--- config.mk ---
export PLATFORM = sky130hd
export DESIGN_NAME = axil_master_v2
export DESIGN_NICKNAME = d
export VERILOG_FILES = /design/src/rtl/axil_master_v2.sv
export SDC_FILE = /design/constraint.sdc
export NUM_CORES = 1
export LEC_CHECK = 0
export CORE_MARGIN = 1.5
export CORE_UTILIZATION = 45
export CTS_BUF_LIST = sky130_fd_sc_hd__clkbuf_4 sky130_fd_sc_hd__clkbuf_8
export CTS_CLUSTER_DIAMETER = 30
export DETAILED_ROUTE_END_ITERATION = 8
export PLACE_DENSITY = 0.87
export REMOVE_ABC_BUFFERS = 1
export SYNTH_ARGS = -nofsm -noshare
export SYNTH_HDL_FRONTEND = slang
export SYNTH_SLANG_ARGS = --single-unit
--- constraint.sdc ---
create_clock -name clk -period 7.02 [get_ports clk]
set_clock_uncertainty 0.2 [all_clocks]
set_input_delay 1.755 -clock clk [delete_from_list [all_inputs] [get_ports clk]]
set_output_delay 1.755 -clock clk [all_outputs]
set_load 0.01 [all_outputs]
--- src/rtl/axil_master_v2.sv ---
// axil_master_v2: single-outstanding AXI4-Lite master driven by a valid/ready command port.
// One command becomes one AXI-Lite read or write; results return with a one-cycle done_o pulse.
module axil_master_v2 #(
    parameter int ADDR_W  = 32,
    parameter int DATA_W  = 32,
    parameter int TIMEOUT = 256,
    localparam int STRB_W = DATA_W / 8
) (
    input  logic              clk,
    input  logic              rst,

    input  logic              cmd_valid,
    output logic              cmd_ready,
    input  logic              cmd_we,
    input  logic [ADDR_W-1:0] cmd_addr,
    input  logic [DATA_W-1:0] cmd_wdata,
    input  logic [STRB_W-1:0] cmd_wstrb,

    output logic              done_o,
    output logic [DATA_W-1:0] rdata_o,
    output logic [1:0]        resp_o,
    output logic              err_o,
    output logic              timeout_o,

    output logic [ADDR_W-1:0] awaddr,
    output logic [2:0]        awprot,
    output logic              awvalid,
    input  logic              awready,

    output logic [DATA_W-1:0] wdata,
    output logic [STRB_W-1:0] wstrb,
    output logic              wvalid,
    input  logic              wready,

    input  logic [1:0]        bresp,
    input  logic              bvalid,
    output logic              bready,

    output logic [ADDR_W-1:0] araddr,
    output logic [2:0]        arprot,
    output logic              arvalid,
    input  logic              arready,

    input  logic [DATA_W-1:0] rdata,
    input  logic [1:0]        rresp,
    input  logic              rvalid,
    output logic              rready
);

    // state | meaning
    // IDLE  | cmd_ready high, waiting for a command
    // WR    | AW and/or W still pending
    // WB    | both write beats sent, waiting for B
    // RA    | AR pending
    // RD    | AR sent, waiting for R
    typedef enum logic [2:0] {IDLE, WR, WB, RA, RD} state_t;

    localparam int CNT_W = (TIMEOUT > 0) ? $clog2(TIMEOUT + 1) : 1;
    // The counter reads 0 in the first busy cycle, so TIMEOUT-2 marks the last cycle allowed.
    localparam logic [CNT_W-1:0] CNT_TC = CNT_W'((TIMEOUT >= 2) ? TIMEOUT - 2 : 0);
    localparam logic [1:0] RESP_OKAY   = 2'b00;
    localparam logic [1:0] RESP_SLVERR = 2'b10;

    if (DATA_W != 32 && DATA_W != 64) begin : g_bad_data_w
        $error("axil_master_v2: DATA_W must be 32 or 64");
    end

    state_t              state_q, state_d;
    logic [CNT_W-1:0]    cnt_q, cnt_d;
    logic [ADDR_W-1:0]   addr_q, addr_d;
    logic [DATA_W-1:0]   wdata_q, wdata_d;
    logic [STRB_W-1:0]   wstrb_q, wstrb_d;
    logic                cmd_ready_q, cmd_ready_d;
    logic                awvalid_q, awvalid_d;
    logic                wvalid_q, wvalid_d;
    logic                bready_q, bready_d;
    logic                arvalid_q, arvalid_d;
    logic                rready_q, rready_d;
    logic                done_q, done_d;
    logic [DATA_W-1:0]   rdata_q, rdata_d;
    logic [1:0]          resp_q, resp_d;
    logic                err_q, err_d;
    logic                timeout_q, timeout_d;
    logic                timeout_hit;
    logic                complete;

    assign timeout_hit = (TIMEOUT != 0) && (cnt_q >= CNT_TC);

    always_comb begin
        state_d     = state_q;
        cnt_d       = (state_q == IDLE) ? '0 : cnt_q + CNT_W'(1);
        addr_d      = addr_q;
        wdata_d     = wdata_q;
        wstrb_d     = wstrb_q;
        awvalid_d   = awvalid_q;
        wvalid_d    = wvalid_q;
        bready_d    = bready_q;
        arvalid_d   = arvalid_q;
        rready_d    = rready_q;
        done_d      = 1'b0;
        rdata_d     = rdata_q;
        resp_d      = resp_q;
        timeout_d   = timeout_q;
        complete    = 1'b0;

        case (state_q)
            IDLE: begin
                if (cmd_valid && cmd_ready_q) begin
                    addr_d  = cmd_addr;
                    wdata_d = cmd_wdata;
                    wstrb_d = cmd_wstrb;
                    if (cmd_we) begin
                        state_d   = WR;
                        awvalid_d = 1'b1;
                        wvalid_d  = 1'b1;
                    end else begin
                        state_d   = RA;
                        arvalid_d = 1'b1;
                    end
                end
            end
            WR: begin
                if (awvalid_q && awready) awvalid_d = 1'b0;
                if (wvalid_q && wready)   wvalid_d  = 1'b0;
                if (!awvalid_d && !wvalid_d) begin
                    state_d  = WB;
                    bready_d = 1'b1;
                end
            end
            WB: begin
                if (bvalid) begin
                    state_d   = IDLE;
                    bready_d  = 1'b0;
                    complete  = 1'b1;
                    done_d    = 1'b1;
                    resp_d    = bresp;
                    timeout_d = 1'b0;
                end
            end
            RA: begin
                if (arready) begin
                    state_d   = RD;
                    arvalid_d = 1'b0;
                    rready_d  = 1'b1;
                end
            end
            RD: begin
                if (rvalid) begin
                    state_d   = IDLE;
                    rready_d  = 1'b0;
                    complete  = 1'b1;
                    done_d    = 1'b1;
                    rdata_d   = rdata;
                    resp_d    = rresp;
                    timeout_d = 1'b0;
                end
            end
            default: state_d = IDLE;
        endcase

        // A final B/R handshake in the expiry cycle still counts as a normal completion.
        if (state_q != IDLE && timeout_hit && !complete) begin
            state_d   = IDLE;
            awvalid_d = 1'b0;
            wvalid_d  = 1'b0;
            bready_d  = 1'b0;
            arvalid_d = 1'b0;
            rready_d  = 1'b0;
            done_d    = 1'b1;
            resp_d    = RESP_SLVERR;
            timeout_d = 1'b1;
        end

        cmd_ready_d = (state_d == IDLE);
        err_d       = (resp_d != RESP_OKAY);
    end

    always_ff @(posedge clk or posedge rst) begin
        if (rst) begin
            state_q     <= IDLE;
            cnt_q       <= '0;
            addr_q      <= '0;
            wdata_q     <= '0;
            wstrb_q     <= '0;
            cmd_ready_q <= 1'b1;
            awvalid_q   <= 1'b0;
            wvalid_q    <= 1'b0;
            bready_q    <= 1'b0;
            arvalid_q   <= 1'b0;
            rready_q    <= 1'b0;
            done_q      <= 1'b0;
            rdata_q     <= '0;
            resp_q      <= RESP_OKAY;
            err_q       <= 1'b0;
            timeout_q   <= 1'b0;
        end else begin
            state_q     <= state_d;
            cnt_q       <= cnt_d;
            addr_q      <= addr_d;
            wdata_q     <= wdata_d;
            wstrb_q     <= wstrb_d;
            cmd_ready_q <= cmd_ready_d;
            awvalid_q   <= awvalid_d;
            wvalid_q    <= wvalid_d;
            bready_q    <= bready_d;
            arvalid_q   <= arvalid_d;
            rready_q    <= rready_d;
            done_q      <= done_d;
            rdata_q     <= rdata_d;
            resp_q      <= resp_d;
            err_q       <= err_d;
            timeout_q   <= timeout_d;
        end
    end

    assign cmd_ready = cmd_ready_q;
    assign done_o    = done_q;
    assign rdata_o   = rdata_q;
    assign resp_o    = resp_q;
    assign err_o     = err_q;
    assign timeout_o = timeout_q;

    assign awaddr    = addr_q;
    assign awprot    = 3'b000;
    assign awvalid   = awvalid_q;
    assign wdata     = wdata_q;
    assign wstrb     = wstrb_q;
    assign wvalid    = wvalid_q;
    assign bready    = bready_q;
    assign araddr    = addr_q;
    assign arprot    = 3'b000;
    assign arvalid   = arvalid_q;
    assign rready    = rready_q;

endmodule

## Word level (Yosys, flattened, before mapping)

Cells that the tools add are included.

| cells by class | value |
|---|---|
| $add $sub $neg | 1 |
| $lt $le $gt $ge | 1 |
| equality and inequality tests | 11 |
| multiplexer cells | 42 |
| reduce and logical (&&, ||, !) cells | 25 |

Operators by type and width:

| operator | number |
|---|---|
| 1-bit two-way mux | 22 |
| 3-bit two-way mux | 6 |
| 3-bit nonzero test | 6 |
| 3-bit case mux with 5 select lines | 1 |
| 1-bit case mux with 2 select lines | 7 |
| 3-bit != test (second input constant) | 4 |
| 3-bit AND reduction | 4 |
| 9-bit by 1-bit adder with 9-bit output (second input constant) | 1 |
| 9-bit by 8-bit >= comparator with 1-bit output (second input constant) | 1 |
| 9-bit two-way mux | 1 |
| 2-bit two-way mux | 4 |
| 3-bit by 2-bit equality test with 1-bit output (second input constant) | 2 |
| 1-bit logical AND | 6 |
| 3-bit zero test | 2 |
| 3-bit by 2-bit != test with 1-bit output (second input constant) | 2 |
| 2-bit case mux with 2 select lines | 1 |
| 2-bit AND reduction | 2 |
| 4-bit AND reduction | 1 |
| 3-bit by 1-bit equality test with 1-bit output (second input constant) | 1 |
| 3-bit equality test (second input constant) | 1 |
| 1-bit zero test | 3 |
| 3-bit by 1-bit != test with 1-bit output (second input constant) | 1 |
| 2-bit nonzero test | 1 |

| word-level totals | value |
|---|---|
| bits in registers | 123 |
| bits of input ports | 113 |
| output and inout port bits | 149 |
| word-level logic and storage cells | 96 |

## Longest topological paths before layout

| depth | value |
|---|---|
| depth after elaboration | 9 |
| mapped depth | 7 |
| gate-level depth less buffers | 6 |

## Worst setup path after synthesis

No wires, ideal clock.

| path | value |
|---|---|
| path kind | input to register |
| from | input port rvalid |
| to | register rdata_q[10] (netlist: rdata_o[10]) |
| library setup time | 0.125 ns |
| arrival time | 2.538 ns |
| data required time | 6.695 ns |
| setup slack | 4.157 ns |
| stages | 4 |
| buffers on the path | 2 |
| cell sequence | and4bb_1 buf_6 buf_6 mux2_4 |

| on the way | value |
|---|---|
| cells in the longest elaborated chain, start to end | 1 |

Ends and longest elaborated chain:

| item | RTL line | source |
|---|---|---|
| from (decl) | 46 | `input logic rvalid,` |
| 2-bit AND reduction (no source line) | - |  |
| to (signal assigned) | 209 | `rdata_q <= rdata_d;` |
| to (decl) | 80 | `logic [DATA_W-1:0] rdata_q, rdata_d;` |

Every way passes these cells.
A chain may end at the register's enable or synchronous reset.

## Worst setup path in the final report

| path | value |
|---|---|
| from | input port cmd_valid |
| to | register wdata_q[9] (netlist: wdata[9]) |

| on the way | value |
|---|---|
| cells in the longest elaborated chain, start to end | 2 |

Ends and longest elaborated chain:

| item | RTL line | source |
|---|---|---|
| from (decl) | 12 | `input logic cmd_valid,` |
| 1-bit logical AND | 108 | `if (cmd_valid && cmd_ready_q) begin` |
| 2-bit AND reduction (no source line) | - |  |
| to (signal assigned) | 200 | `wdata_q <= wdata_d;` |
| to (decl) | 71 | `logic [DATA_W-1:0] wdata_q, wdata_d;` |

Every way passes these cells.

==> flow_summary_export.csv <==
group,metric,value,unit
placement,hpwl,9831,um
global_route,grt_pass1_vias,4474,
power_and_ir_drop,p_leak,3.815,nW
outcome,status,"finished, final reports clean",
critical_path,cp-end-kind,"flip-flop",
logic_synthesis,synth_area,5321,um^2
clock_tree,h-tree-depth,4,
finish,finish.net_count,849,
timing,post-route-period-util,0.5011,
finish,final_util,0.7079,
floorplanning,die_y,111.7,um
critical_path,worst-path-max-fanout,36,
logic_synthesis,yosysWarnings,0,
floorplanning,dieArea,12490,um^2
drt,drt_iter0_markers,230,
power_and_ir_drop,ir_drop,0.2664,mV
global_route,grt_antenna_before_repair,0,
finish,num-fill-cells,822,
critical_path,start_kind,"input port",
timing,period_minus_slack,3.518,ns
floorplanning,fp.coreArea,11470,um^2
logic_synthesis,avgSynthCellArea,10.37,um^2
flow_run,drv_cap,0,
clock_tree,post-cts-setup-buffers,0,
clock_tree,cts_num_sinks,123,
drt,wl_per_cell,15.44,um
clock_tree,cts_tree,"done",
floorplanning,die_w,111.7,um
global_route,gr-total-overflow,0,
drt,drcViolationCount,0,
clock_tree,cts_buffers,17,
timing,max_freq,284.3,MHz
placement,portBuffers,255,
critical_path,worst_ep_required_time,7.17,ns
logic_synthesis,synth_ff_type,"dfrtp_1",
clock_tree,root_buffer,"clkbuf_8",
logic_synthesis,ys_seq_area_frac,0.5787,
timing,tns,0,ns
timing,worst_pin_slew,1.291,ns
logic_synthesis,ys_ff_latch,123,
timing,finalHoldViolations,0,
drt,antenna_left,0,
placement,gp_congestion,0.8782,
finish,finalNonFillerCells,890,
critical_path,cp.arrival,3.67,ns
timing,hold_ws,0.2729,ns
global_route,track_usage,0.2284,
drt,dr.pass1.iters,4,
clock_tree,clk_pin_slew,0.07,ns
finish,syn_to_final_growth,52.55,%
timing,drv_slew,0,
clock_tree,clockBufferDepth,2,
placement,dp_cells,858,
clock_tree,hold_buffers,0,
logic_synthesis,synth.distinct_cells,42,
logic_synthesis,async_flop_share,1.000,
global_route,grt_max_degree,71,
logic_synthesis,synth_edf_count,0,
power_and_ir_drop,p_per_area,437.3,nW/um^2
critical_path,worstSetupPathType,"input port to flip-flop",
clock_tree,clock_latency,0.41,ns
timing,relSlewSlack,0.1327,
finish,drive_gt1_frac,0.1031,
floorplanning,initial_core_util,0.4640,
drt,num_vias,4318,
drt,drt-total-wl,13740,um
clock_tree,cts_resized,0,
floorplanning,rows,39,
logic_synthesis,synthCells,513,
timing,finalSetupViolCount,0,
timing,rsz0062_at_grt,"no",
drt,avgViaCountPerCell,4.852,
floorplanning,ios,262,
global_route,grt_pass1_wl,22560,um
finish,antennaDiodeCount,0,
hold_path,min_path_type,"flip-flop to flip-flop",
[state kept, by name (all words and copies together), names as in the netlist]
name       cells
cnt_q          9
wdata         32
rready         1
state_q        3
araddr        32
wstrb          4
bready         1
wvalid         1
awvalid        1
rdata_o       32
arvalid        1
cmd_ready      1
done_o         1
err_o          1
resp_o         2
timeout_o      1
[layer usage]
metal  up-vias  GRT usage  wire, um
met5         -          0         0
met4         0    0.07764       244
met3        18    0.07948      1111
met2       200     0.3874      7000
met1      2075     0.2714      5382
li1       2025          -         -
[cells in the mapped netlist (2+ instances only)]
library cell / instances / area (um^2)
ha_1: 2 / 25.02
o21ai_0: 3 / 15.01
nand4_1: 2 / 12.51
a21oi_2: 2 / 17.52
dfrtp_1: 122 / 3053
nand3_1: 6 / 30.03
buf_6: 5 / 56.30
nor2b_1: 3 / 18.77
nand2_1: 213 / 799.5
nand2b_1: 2 / 12.51
and4bb_1: 2 / 25.02
mux2_2: 3 / 33.78
xor2_1: 6 / 52.55
inv_1: 7 / 26.28
a31oi_1: 2 / 12.51
buf_2: 15 / 75.07
buf_4: 41 / 307.8
mux2_4: 30 / 450.4
nor2_1: 17 / 63.81
a21oi_1: 7 / 35.03
o22ai_1: 2 / 12.51
[layout by cell type (no fill, tap or decap), types with 2 or more instances in the layout]
cell,count
a21oi_1,7
a21oi_2,2
a31oi_1,2
buf_4,4
bufinv_16,4
clkbuf_8,20
clkdlybuf4s50_1,255
clkinv_2,3
clkinvlp_4,3
conb_1,6
dfrtp_1,122
ha_1,2
inv_1,6
mux2_2,3
mux2_4,30
nand2_1,213
nand2b_1,2
nand3_1,6
nand4_1,2
nor2_1,17
nor2b_1,2
o21ai_0,3
o22ai_1,2
xor2_1,6
[power breakdown]
part           total [mW]  leakage (nW)  switching (mW)  internal (mW)
Sequential           1.25          1.56           0.225           1.02
Combinational        1.61          2.03           0.672          0.935
Clock               0.694         0.221           0.276          0.418
[path summary, 6_finish.rpt]
kind | end | slack [ns] | cells after the start | from
setup reg to reg | wdata[9] | 3.70 | 5 | state_q[1]
hold reg to reg | wdata[31] | 0.27 | 2 | wdata[31]
hold / removal | wdata[31] | 0.27 | 2 | wdata[31]
min in group asynchronous | rdata_o[13] | 1.62 | 2 | rst
max in group asynchronous | rdata_o[19] | 3.75 | 3 | rst
setup / recovery | wdata[9] | 3.50 | 6 | cmd_valid
[stage by stage]
step	area [um^2]	power, mW	worst slack, ns
after detailed placement	7669	2.869	3.081
after global placement	7669	2.813	3.168
after CTS	8118	3.586	3.512
after global routing	8118	3.762	3.372
after floorplan	4897	1.883	1.796
final	8118	3.550	3.502
[final cells by class]
type | count | area (um^2) | share of cell area
clock buffers | 21 | 282.8 | 0.03483
clock inverters | 11 | 166.4 | 0.02050
well taps | 143 | 178.9 | 0.02204
multi-input cells | 326 | 1799 | 0.2216
inverters | 7 | 28.78 | 0.003545
repair buffers | 259 | 2582 | 0.3181
flip-flops and latches | 123 | 3079 | 0.3793
[cells by family (layout without fill, tap and decap cells)]
logic type               after synthesis  count (layout)  share of synthesized area
adder cells (fa/ha/maj)                2               2                   0.004702
AO/OA/AOI/OAI                         25              25                    0.03315
XOR/XNOR                               7               7                    0.01152
multiplexers                          33              33                    0.09099
flip-flops                           123             123                     0.5787
AND/OR/NAND/NOR                      253             253                     0.1921
buffers and inverters                 69             298                    0.08817
other                                  1               6                  0.0007047
[critical path, cell delays in order]
cell             delay (ns)
clkdlybuf4s50_1        0.52
nand2_1                0.12
nor2b_4                0.61
buf_4                  0.47
nand2_1                0.11
nand2_1                0.07
(Power assumes the default switching activity.)
==> patch (config.mk and constraints unchanged) <==
The 5 states of `state_t` get a one-hot encoding in 5 bits.
--- a/src/rtl/axil_master_v2.sv
+++ b/src/rtl/axil_master_v2.sv
@@ -53,7 +53,7 @@
     // WB    | both write beats sent, waiting for B
     // RA    | AR pending
     // RD    | AR sent, waiting for R
-    typedef enum logic [2:0] {IDLE, WR, WB, RA, RD} state_t;
+    typedef enum logic [4:0] {IDLE = 5'b00001, WR = 5'b00010, WB = 5'b00100, RA = 5'b01000, RD = 5'b10000} state_t;
 
     localparam int CNT_W = (TIMEOUT > 0) ? $clog2(TIMEOUT + 1) : 1;
     // The counter reads 0 in the first busy cycle, so TIMEOUT-2 marks the last cycle allowed.
Check against the original RTL: no difference found for any inputs over 4 cycles, from zero or initial values and one cycle with rst high; so few cycles prove little.
==> patch against the unedited design <==
Worst setup slack worse by 0.098 ns; wire length grew 1.4%; die area down 0.14%; first-iteration DRC count decreased by 13%; area after synthesis down 0.14%; power is 6.0% lower; sequential cell count grew 2; highest routed layer unchanged; register-to-register slack improved by 0.36 ns; sequential share of layout area grew 0.66 points; cell area is essentially flat.
==> patch: results (changes against the unedited design) <==
.. list-table::
   :header-rows: 1

   * - Metric
     - Value
   * - Max H-tree Level
     - 4 (unchanged)
   * - Synthesis Warnings
     - 0 (unchanged)
   * - Number of buffers added on ports
     - 255 (unchanged)
   * - Routed wire length
     - 13.9 mm (+1.4%)
   * - Pin count of the biggest net entering global routing
     - 91 (+28%)
   * - Post CTS Setup Buffer Count
     - 0 (unchanged)
   * - Clock insertion delay at the later pin of the skew report
     - 0.43 ns (+0.02 ns)
   * - Part of the Yosys area used for sequential elements
     - 58.9% (+1.0 points)
   * - Fill cell total of the finished layout
     - 808 (-1.7%)
   * - Cell types with the highest counts after synthesis
     - sky130_fd_sc_hd__dfrtp_1 (123), sky130_fd_sc_hd__nand2_1 (102), sky130_fd_sc_hd__mux2_2 (42)
   * - Iteration-0 DRC Markers
     - 199 (-13%)
   * - Initial antenna violation count
     - 0 (unchanged)
   * - Routability-driven placement congestion ratio
     - 0.786 (-11%)
   * - Worst ir drop on vdd
     - 296 uV (+11%)
   * - Number of global-route vias before repair
     - 4,280 (-4.3%)
   * - Maximum fanout encountered on the critical timing path
     - 35 (-2.8%)
   * - Power dissipated by switching net loads
     - 1050 uW (-11%)
   * - Count of instances resized after the clock tree is built
     - 0 (unchanged)
   * - Wire length of the first global-routing pass
     - 22.2 mm (-1.6%)
   * - CP max stage delay
     - 0.66 ns (+0.05 ns)
   * - Clock root buffer master
     - sky130_fd_sc_hd__clkbuf_8
   * - Cells taking the most area after synthesis
     - sky130_fd_sc_hd__dfrtp_1 (58%), sky130_fd_sc_hd__mux2_2 (8.9%), sky130_fd_sc_hd__nand2_1 (7.2%), sky130_fd_sc_hd__buf_4 (5.5%), sky130_fd_sc_hd__mux2_1 (5.5%)
   * - Run status
     - complete, no violations
   * - Max stage delay cell, worst path
     - sky130_fd_sc_hd__or2_1
   * - Hold Crit Class
     - reg -> reg
   * - Ant. Diodes
     - 0 (unchanged)
   * - Total global-route track usage
     - 23.0% (+0.20 points)
   * - CP top delay family
     - simple AND/OR/NAND/NOR gates
   * - Number of DRC violations after detailed routing
     - 0 (unchanged)
   * - Clk buf depth
     - 2 (unchanged)
   * - Cts bufs inserted
     - 17 (unchanged)
   * - Clock edge transition at the registers on the reported setup and hold paths
     - 0.07 ns (about the same)
   * - Proportion of layout cells with a drive suffix above 1
     - 12.1% (+1.8 points)
   * - Drt pass-1 iters
     - 4 (unchanged)
   * - Sum of net half-perimeters after detailed placement
     - 10.1 mm (+2.4%)
   * - Leak Pwr
     - 0.00358 uW (-6.0%)
   * - Slew at the pin closest to its max-slew limit
     - 1.13 ns (-0.163 ns)
   * - Total number of nets in the final design
     - 788 (-7.2%)
   * - Distinct cell type count of the synthesized netlist
     - 50 (+19%)
   * - Async set-reset flop share out of synthesis
     - 100% (unchanged)
   * - Signal arrival time at the worst endpoint
     - 3.71 ns (+0.04 ns)
   * - Vias after detailed routing
     - 4,129 (-4.4%)
[patch: cell families after synthesis]
family	share of synthesized area, %
DFF	58.9
adders and majority gates	0.471
xor gates and xnor gates	1.15
muxes	14.4
and+or+nand+nor	13.8
AOI/OAI and AO/OA	3.34
buffers and inverters	7.89
other	0.0706
[patch: tightest hold or removal path, cell delays in order (launching register included)]
cell and delay [ns]:
sky130_fd_sc_hd__dfrtp_1 0.34, sky130_fd_sc_hd__nand2_1 0.05, sky130_fd_sc_hd__nand2_1 0.05
[patch: path summary, 6_finish.rpt]
path | slack (ns) | from | end | cells after the start
hold / removal | 0.28 | rdata_o[6] | rdata_o[6] | 2
hold reg to reg | 0.28 | rdata_o[6] | rdata_o[6] | 2
min in group asynchronous | 1.73 | rst | wstrb[3] | 2
max in group asynchronous | 3.76 | rst | wdata[21] | 3
setup reg to reg | 4.06 | state_q[4] | wstrb[3] | 4
setup / recovery | 3.40 | rvalid | err_o | 5
[patch: metrics by stage]
step	std cells	worst slack (ns)	utilization, %	area, um2
3_5_place_dp	797	2.96	67.1	7690
3_3_place_gp	797	3.01	67.1	7690
6_report	828	3.40	70.7	8110
2_1_floorplan	397	1.74	-	4940
4_1_cts	828	3.44	70.7	8110
5_1_grt	828	3.27	70.7	8110
[patch: per-layer routing]
metal	vias up	share of wire, %	track usage, %
li1	1904	-	-
met1	1988	36	25.2
met2	213	51	39.8
met3	24	10	9.31
met4	0	2.1	9.45
met5	-	0	0
[patch: power by group through the flow]
stage	Clock, uW	Sequential [uW]	Combinational [uW]
after floorplan	0	1360	420
after global routing	701	1240	1580
final	648	1200	1490
after CTS	665	1200	1510
after global placement	0	1190	1470
after detailed placement	0	1210	1500
[patch: layout make-up]
cell class / instances / area (um2) / area share [%]
flip-flops and latches: 125 / 3130 / 38.6
well taps: 143 / 179 / 2.21
repair buffers: 257 / 2570 / 31.7
clock inverters: 6 / 80.1 / 0.987
multi-input cells: 265 / 1790 / 22.0
clock buffers: 25 / 338 / 4.16
inverters: 7 / 28.8 / 0.355
